--- src/rtl/program_loader.sv ---
// rtl/program_loader.sv - serial boot loader that streams a counted program into instruction memory
// Optional feature macro: PROGRAM_LOADER_CHECKSUM_EN (adds CHECK state and trailing XOR checksum byte)
module program_loader #(
  parameter int unsigned MAX_WORDS      = 256,
  parameter int unsigned TIMEOUT_CYCLES = 1000000
) (
  input  logic        clock,
  input  logic        reset,
  input  logic        rx_valid,
  input  logic [7:0]  rx_byte,
  output logic        rx_ready,
  output logic        imem_we,
  output logic [31:0] imem_addr,
  output logic [31:0] imem_wdata,
  output logic        core_hold,
  output logic [1:0]  err_code
);

  localparam int TW = $clog2(TIMEOUT_CYCLES + 1);
  // Value of the idle counter on the cycle whose missing byte reaches the limit.
  localparam logic [TW-1:0] TMO_LAST = TW'(TIMEOUT_CYCLES - 1);

  typedef enum logic [2:0] {
    S_CNT_HI = 3'd0,
    S_CNT_LO = 3'd1,
    S_DATA   = 3'd2,
    S_WRITE  = 3'd3,
`ifdef PROGRAM_LOADER_CHECKSUM_EN
    S_CHECK  = 3'd4,
`endif
    S_RUN    = 3'd5,
    S_ERROR  = 3'd6
  } state_e;

  state_e          state_q, state_d;
  logic [15:0]     count_q, count_d;
  logic [15:0]     word_idx_q, word_idx_d;
  logic [1:0]      byte_cnt_q, byte_cnt_d;
  logic [31:0]     word_q, word_d;
  logic [TW-1:0]   tmo_q, tmo_d;
  logic [1:0]      err_q, err_d;
`ifdef PROGRAM_LOADER_CHECKSUM_EN
  logic [7:0]      csum_q, csum_d;
`endif
  logic            accept;
  logic            timed_state;
  logic [15:0]     n_cnt;
  state_e          done_state;

  // Byte-accepting states; everything else stalls the sender.
  always_comb begin
    rx_ready    = 1'b0;
    timed_state = 1'b0;
    case (state_q)
      S_CNT_HI: rx_ready = 1'b1;
      S_CNT_LO: begin rx_ready = 1'b1; timed_state = 1'b1; end
      S_DATA:   begin rx_ready = 1'b1; timed_state = 1'b1; end
`ifdef PROGRAM_LOADER_CHECKSUM_EN
      S_CHECK:  begin rx_ready = 1'b1; timed_state = 1'b1; end
`endif
      default:  begin rx_ready = 1'b0; timed_state = 1'b0; end
    endcase
  end

  assign accept     = rx_valid & rx_ready;
`ifdef PROGRAM_LOADER_CHECKSUM_EN
  assign done_state = S_CHECK;
`else
  assign done_state = S_RUN;
`endif

  assign imem_we    = (state_q == S_WRITE);
  assign imem_addr  = {14'd0, word_idx_q, 2'b00};
  assign imem_wdata = word_q;
  assign core_hold  = (state_q != S_RUN);
  assign err_code   = err_q;

  // Next-state logic: count capture, word assembly, write sequencing and idle timeout.
  always_comb begin
    state_d    = state_q;
    count_d    = count_q;
    word_idx_d = word_idx_q;
    byte_cnt_d = byte_cnt_q;
    word_d     = word_q;
    err_d      = err_q;
    tmo_d      = '0;
    n_cnt      = {count_q[15:8], rx_byte};
`ifdef PROGRAM_LOADER_CHECKSUM_EN
    csum_d     = csum_q;
`endif
    case (state_q)
      S_CNT_HI: begin
        if (accept) begin
          count_d = {rx_byte, 8'h00};
          state_d = S_CNT_LO;
        end
      end
      S_CNT_LO: begin
        if (accept) begin
          count_d = n_cnt;
          if ({16'h0000, n_cnt} > MAX_WORDS) begin
            state_d = S_ERROR;
            err_d   = 2'd2;
          end else if (n_cnt == 16'd0) begin
            state_d = done_state;
          end else begin
            state_d = S_DATA;
          end
        end
      end
      S_DATA: begin
        if (accept) begin
          word_d     = {word_q[23:0], rx_byte};
          byte_cnt_d = byte_cnt_q + 2'd1;
`ifdef PROGRAM_LOADER_CHECKSUM_EN
          csum_d     = csum_q ^ rx_byte;
`endif
          if (byte_cnt_q == 2'd3) state_d = S_WRITE;
        end
      end
      S_WRITE: begin
        word_idx_d = word_idx_q + 16'd1;
        state_d    = (word_idx_d == count_q) ? done_state : S_DATA;
      end
`ifdef PROGRAM_LOADER_CHECKSUM_EN
      S_CHECK: begin
        if (accept) begin
          if (rx_byte == csum_q) begin
            state_d = S_RUN;
          end else begin
            state_d = S_ERROR;
            err_d   = 2'd1;
          end
        end
      end
`endif
      default: state_d = state_q;
    endcase
    // Idle cycles only count once the count header has started arriving.
    if (timed_state && !accept) begin
      tmo_d = tmo_q + 1'b1;
      if (tmo_q == TMO_LAST) begin
        state_d = S_ERROR;
        err_d   = 2'd3;
      end
    end
  end

  // State and datapath registers; reset aborts any load in progress.
  always_ff @(posedge clock or negedge reset) begin
    if (!reset) begin
      state_q    <= S_CNT_HI;
      count_q    <= '0;
      word_idx_q <= '0;
      byte_cnt_q <= '0;
      word_q     <= '0;
      tmo_q      <= '0;
      err_q      <= '0;
`ifdef PROGRAM_LOADER_CHECKSUM_EN
      csum_q     <= '0;
`endif
    end else begin
      state_q    <= state_d;
      count_q    <= count_d;
      word_idx_q <= word_idx_d;
      byte_cnt_q <= byte_cnt_d;
      word_q     <= word_d;
      tmo_q      <= tmo_d;
      err_q      <= err_d;
`ifdef PROGRAM_LOADER_CHECKSUM_EN
      csum_q     <= csum_d;
`endif
    end
  end

endmodule

--- config.mk ---
export PLATFORM = sky130hd
export DESIGN_NAME = program_loader
export DESIGN_NICKNAME = d
export VERILOG_FILES = /design/src/rtl/program_loader.sv
export SDC_FILE = /design/constraint.sdc
export NUM_CORES = 1
export LEC_CHECK = 0
export ABC_AREA = 1
export CORE_UTILIZATION = 48
export CTS_CLUSTER_DIAMETER = 80
export DETAILED_ROUTE_END_ITERATION = 6
export PLACE_DENSITY = 0.78
export SYNTH_ARGS = -nofsm -noshare
export SYNTH_HDL_FRONTEND = slang
export SYNTH_SLANG_ARGS = --single-unit
--- constraint.sdc ---
create_clock -name clock -period 1.7 [get_ports clock]
set_input_delay 0.425 -clock clock [delete_from_list [all_inputs] [get_ports clock]]
set_output_delay 0.425 -clock clock [all_outputs]
set_load 0.05 [all_outputs]
== Word-level counts from Yosys, hierarchy flattened ==
Index checks and enable logic that the tools add are counted.
Widths: inputs -> output; s select.

* Bits in registers: 91
* Input bits: 11
* Output and inout bits: 69

* Add/subtract/negate cells: 3
* Order comparisons: 1
* Equality and inequality tests: 9
* Mux-type cells: 21
* Bitwise logic cells: 2
* Reductions and logical operators: 10

{| class="wikitable"
|+ Operators with widths
! kind !! number
|-
| $pmux 16 s2 || 1
|-
| $mux 3 || 9
|-
| $add 20x1->20 const B || 1
|-
| $eq 20x20->1 const B || 1
|-
| $mux 20 || 1
|-
| $add 16x1->16 const B || 1
|-
| $eq 16x16->1 || 1
|-
| $gt 16x9->1 const B || 1
|-
| $logic_not 16->1 || 1
|-
| $mux 16 || 1
|-
| $pmux 3 s4 || 1
|-
| $mux 2 || 5
|-
| $mux 8 || 1
|-
| $eq 3x2->1 const B || 2
|-
| $reduce_and 3->1 || 2
|-
| $ne 2x2->1 const B || 2
|-
| $eq 3x1->1 const B || 1
|-
| $logic_not 3->1 || 1
|-
| $ne 3x3->1 const B || 1
|-
| $reduce_or 3->1 || 1
|-
| $add 2x1->2 const B || 1
|-
| $eq 2x2->1 const B || 1
|-
| $mux 1 || 2
|-
| $reduce_and 2->1 || 1
|-
| other kinds (6) || 6
|}

== Logic depth before layout (Yosys ltp) ==
* Depth after elaboration: 8
* Depth in mapped cells: 14

== Least setup slack after synthesis ==
No wires, ideal clock.

* Kind: register to register
* From: register word_idx_q[0]
* To: register state_q[1]
* Arrival time: 1.995 ns
* Required time: 1.573 ns
* Setup slack: -0.423 ns
* Stages on the path, launching flop included: 15
* Clock period less this slack: 2.123 ns
* Cells stage by stage: dfrtp_1 -> ha_1 -> nand2_1 -> nor2_4 -> nand2_1 -> nand2_1 -> nand2_1 -> nand2_1 -> nand3_1 -> nor2_1 -> nand2_1 -> nor2_2 -> nand2_1 -> nand2_1 -> nand3b_1

* Cells in the longest elaborated chain, start to end: 6

{| class="wikitable"
|+ RTL lines
! what !! line !! text
|-
| from (decl) || 37 || <nowiki>logic [15:0] word_idx_q, word_idx_d;</nowiki>
|-
| from (signal assigned) || 165 || <nowiki>word_idx_q <= word_idx_d;</nowiki>
|-
| $add 16x1->16 * || 122 || <nowiki>word_idx_d = word_idx_q + 16'd1;</nowiki>
|-
| $eq 16x16->1 * || 123 || <nowiki>state_d = (word_idx_d == count_q) ? done_state : S_DATA;</nowiki>
|-
| $mux 3 * || 123 ||
|-
| $pmux 3 s4 * || 91 || <nowiki>case (state_q)</nowiki>
|-
| $mux 3 || 142 || <nowiki>if (tmo_q == TMO_LAST) begin</nowiki>
|-
| $mux 3 * || 140 || <nowiki>if (timed_state && !accept) begin</nowiki>
|-
| named net state_d[1] || 35 || <nowiki>state_e state_q, state_d;</nowiki>
|-
| to (signal assigned) || 163 || <nowiki>state_q <= state_d;</nowiki>
|-
| to (decl) || 35 ||
|}

The timed path passes the listed nets; every way through them passes the cells marked *.
A chain may end at the register's enable or synchronous reset.

== Worst setup path in the final report ==
* From: register state_q[2]
* To: register state_q[1]

* Cells in the longest elaborated chain, start to end: 8

{| class="wikitable"
|+ RTL lines
! what !! line !! text
|-
| $eq 3x2->1 (tied with other cells) || 54, 91 ||
|-
| $reduce_or 3->1 (no line) || n/a ||
|-
| $mux 1 || 54 || <nowiki>case (state_q)</nowiki>
|-
| $and 1x1->1 || 65 || <nowiki>assign accept = rx_valid & rx_ready;</nowiki>
|-
| $mux 3 (on tied branches) || 112, 93, 99 ||
|-
| $pmux 3 s4 || 91 ||
|-
| $mux 3 || 142 ||
|-
| $mux 3 * || 140 ||
|-
| named net state_d[1] || 35 ||
|}

Marks and branches as above.

==> impl_metrics.env <==
export IMPL_outcome="complete, but fails checks"
export IMPL_violations="negative setup slack"
export IMPL_drive_gt1_share_pct=31.6
export IMPL_syn_cell_area_sq_mm=0.00464
export IMPL_min_period_over_period_pct=124
export IMPL_fin_skew_ns=0.0132
export IMPL_grt_pass1_vias=4589
export IMPL_yosys_warnings=0
export IMPL_syn_to_final_growth_pct=48.8
export IMPL_ys_top_cells_by_area="dfrtp_1 (49%), nand2_1 (16%), inv_1 (4.8%)"
export IMPL_fin_crit_ns=2.12
export IMPL_wl_per_cell_um=16.1
export IMPL_io_buffers=63
export IMPL_hold_violations=0
export IMPL_setup_viol=15
export IMPL_fp_row_count=35
export IMPL_synth_top_area_share_pct=49.0
export IMPL_drv_slew=0
export IMPL_hold_class="register to register"
export IMPL_die_x_um=100
export IMPL_clkSinkCount=91
export IMPL_clk_latency_ns=0.37
export IMPL_timing_hold_ws_ns=0.483
export IMPL_cp_slowest_stage_delay_ns=0.47
export IMPL_core_sq_mm=0.00933
export IMPL_drt_total_wl_um=14100
export IMPL_power_per_cell_area_mw_per_mm2=586
export IMPL_synth_edff_count=0
export IMPL_synth_seq_cells=91
export IMPL_rsz0062_at_grt="true"
export IMPL_viasPerCell=5.46
export IMPL_cts_root_buf="clkbuf_8"
export IMPL_total_power_mw=4.05
export IMPL_initial_core_util_pct=49.8
export IMPL_max_vdd_ir_drop_uv=774
export IMPL_postRouteAntennaNets=0
export IMPL_ys_top_cells_by_count="nand2_1 (197), dfrtp_1 (91), inv_1 (60), nor2_1 (46), nand3_1 (41)"
export IMPL_first_pass_iters=5
export IMPL_num_vias=4785
export IMPL_power_net_switching_mw=1.07
export IMPL_worstSetupPathType="register to register"
export IMPL_grt_pass1_wl_um=21100
export IMPL_die_y_um=100
export IMPL_crit_slowest_cell="dfrtp_1"
export IMPL_grt_usage_pct=26.8
export IMPL_final_area_sq_mm=0.00691
export IMPL_htree_levels=3
export IMPL_leakage_nw=3.32
export IMPL_synth_flop_cell="dfrtp_1"
export IMPL_gr_total_overflow=0
export IMPL_pin_count=80
export IMPL_drc_errors=0
export IMPL_fp_dieArea_sq_mm=0.0101
export IMPL_cp_data_required_time_ns=2.00
export IMPL_fillers=643
export IMPL_gp_congestion=0.940
export IMPL_drv_cap=0
export IMPL_fmax_mhz=473
export IMPL_clockBufferDepth=2
export IMPL_synth_top_area_cell="dfrtp_1"
export IMPL_ys_types=37
export IMPL_p_int_mw=2.98
export IMPL_netSwitchingFraction_pct=26.4
export IMPL_cts_buffers=9
export IMPL_synth_most_common_cell="nand2_1"
export IMPL_postSynthAreaPerCell_sq_um=7.83
export IMPL_dr_first_iter_drc_count=465
export IMPL_power_frac_seq_pct=54.6
export IMPL_dp_hpwl_um=9050
export IMPL_synthesis_instances=593
export IMPL_startpoint_type="register"
export IMPL_place_area_sq_mm=0.00627
export IMPL_cp_arrival_ns=2.42
export IMPL_antenna_found_initial=0
export IMPL_pwr_share_comb_pct=8.0
export IMPL_fin_ws_ns=-0.415
export IMPL_cp_max_fo=4
export IMPL_cts_tree="built"
export IMPL_clk_pin_slew_ns=0.10
export IMPL_worstPathCellList="nor2_2 -> inv_1 -> buf_4 -> a21oi_1 -> nand2_1 -> o21a_1 -> o21ai_0 -> nand3b_1"
export IMPL_num_antenna_cells=0
export IMPL_grt_max_degree=29
export IMPL_yosysSeqAreaShare_pct=49.0
export IMPL_cp_end_kind="register"
export IMPL_nets=757
export IMPL_p_clk_share_pct=37.4
export IMPL_async_flop_share_pct=100
## routing by layer
metal / share of wire (%) / GRT usage [%] / up-vias
li1: - / - / 2177
met1: 37 / 32.3 / 2274
met2: 51 / 46.0 / 258
met3: 6.5 / 5.08 / 76
met4: 5.2 / 13.2 / 0
met5: 0 / 0 / -
## power by group through the flow
stage,registers [mW],clock network (mW),logic [mW]
final,2.21,1.52,0.322
after global routing,2.21,1.64,0.345
after CTS,2.21,1.52,0.322
after detailed placement,2.25,0,0.319
after global placement,2.25,0,0.314
after floorplan,2.28,0,0.149
## cell families after synthesis
kind of cell | after synthesis | synth area share [%]
adders and majority gates | 3 | 0.808
buffers and inverters | 91 | 8.70
and+or+nand+nor | 332 | 31.8
DFF | 91 | 49.0
AOI/OAI and AO/OA | 69 | 8.16
other | 1 | 0.0807
xor gates and xnor gates | 6 | 1.43
## registers in the layout, summed over array words and instances, names as in the netlist
signal      cells
imem_wdata     32
tmo_q          20
byte_cnt_q      2
word_idx_q     16
err_code        2
count_q        16
state_q         3
## per-stage QoR
step	worst slack, ns	std cells	util [%]	TNS (ns)
finish	-0.415	877	74.1	-1.67
global route	-0.460	877	74.1	-2.99
CTS	-0.179	865	71.2	-0.511
detailed placement	-0.268	837	67.2	-4.46
global placement	-0.151	837	67.2	-2.53
floorplan	-0.0950	608	-	-0.214
## worst paths after layout
path | cells past startpoint | to | slack, ns | startpoint
worst min-delay path | 2 | imem_wdata[29] | 0.48 | imem_wdata[29]
max in group asynchronous | 3 | count_q[1] | 0.63 | reset
worst max register to register | 8 | state_q[1] | -0.42 | state_q[2]
min in group asynchronous | 2 | word_idx_q[13] | 0.51 | reset
worst min register to register | 2 | imem_wdata[29] | 0.48 | imem_wdata[29]
worst max-delay path | 8 | state_q[1] | -0.42 | state_q[2]
## worst max-delay path, delay by kind of cell (launching register included)
kind	cells	cell delay, ns
and+or+nand+nor	3	0.62
DFF	1	0.47
AOI/OAI and AO/OA	3	0.70
buffers and inverters	2	0.26
## cells in the final DEF (no fill, tap or decap), types with 10 or more instances in the layout
master	count
nand4_1	14
o21ai_0	25
inv_1	58
nor2_1	36
nand2_1	186
buf_12	45
buf_4	85
nor2_2	12
nand3_1	33
dfrtp_1	79
a21oi_1	20
nand2_2	14
conb_1	16
nor2_4	10
dfrtp_2	11
## repair_timing
item	CTS	global route
endpoints found under the setup margin	7	50
resized for setup	23	45
hold endpoints to repair	22	0
setup buffers	11	12
gates cloned	0	1
hold buffers	1	0
pin swaps	13	9
## cell type report
cell class / instances / area (sq um) / share of cell area (%)
Clock buffer: 9 / 124 / 1.79
Clock inverter: 7 / 75.1 / 1.09
Inverter: 65 / 251 / 3.64
Multi-Input combinational cell: 426 / 2250 / 32.6
Sequential cell: 91 / 2290 / 33.2
Tap cell: 129 / 161 / 2.34
Timing Repair Buffer: 149 / 1740 / 25.2
Timing Repair inverter: 1 / 5.00 / 0.0724
(Power assumes the default switching activity.)
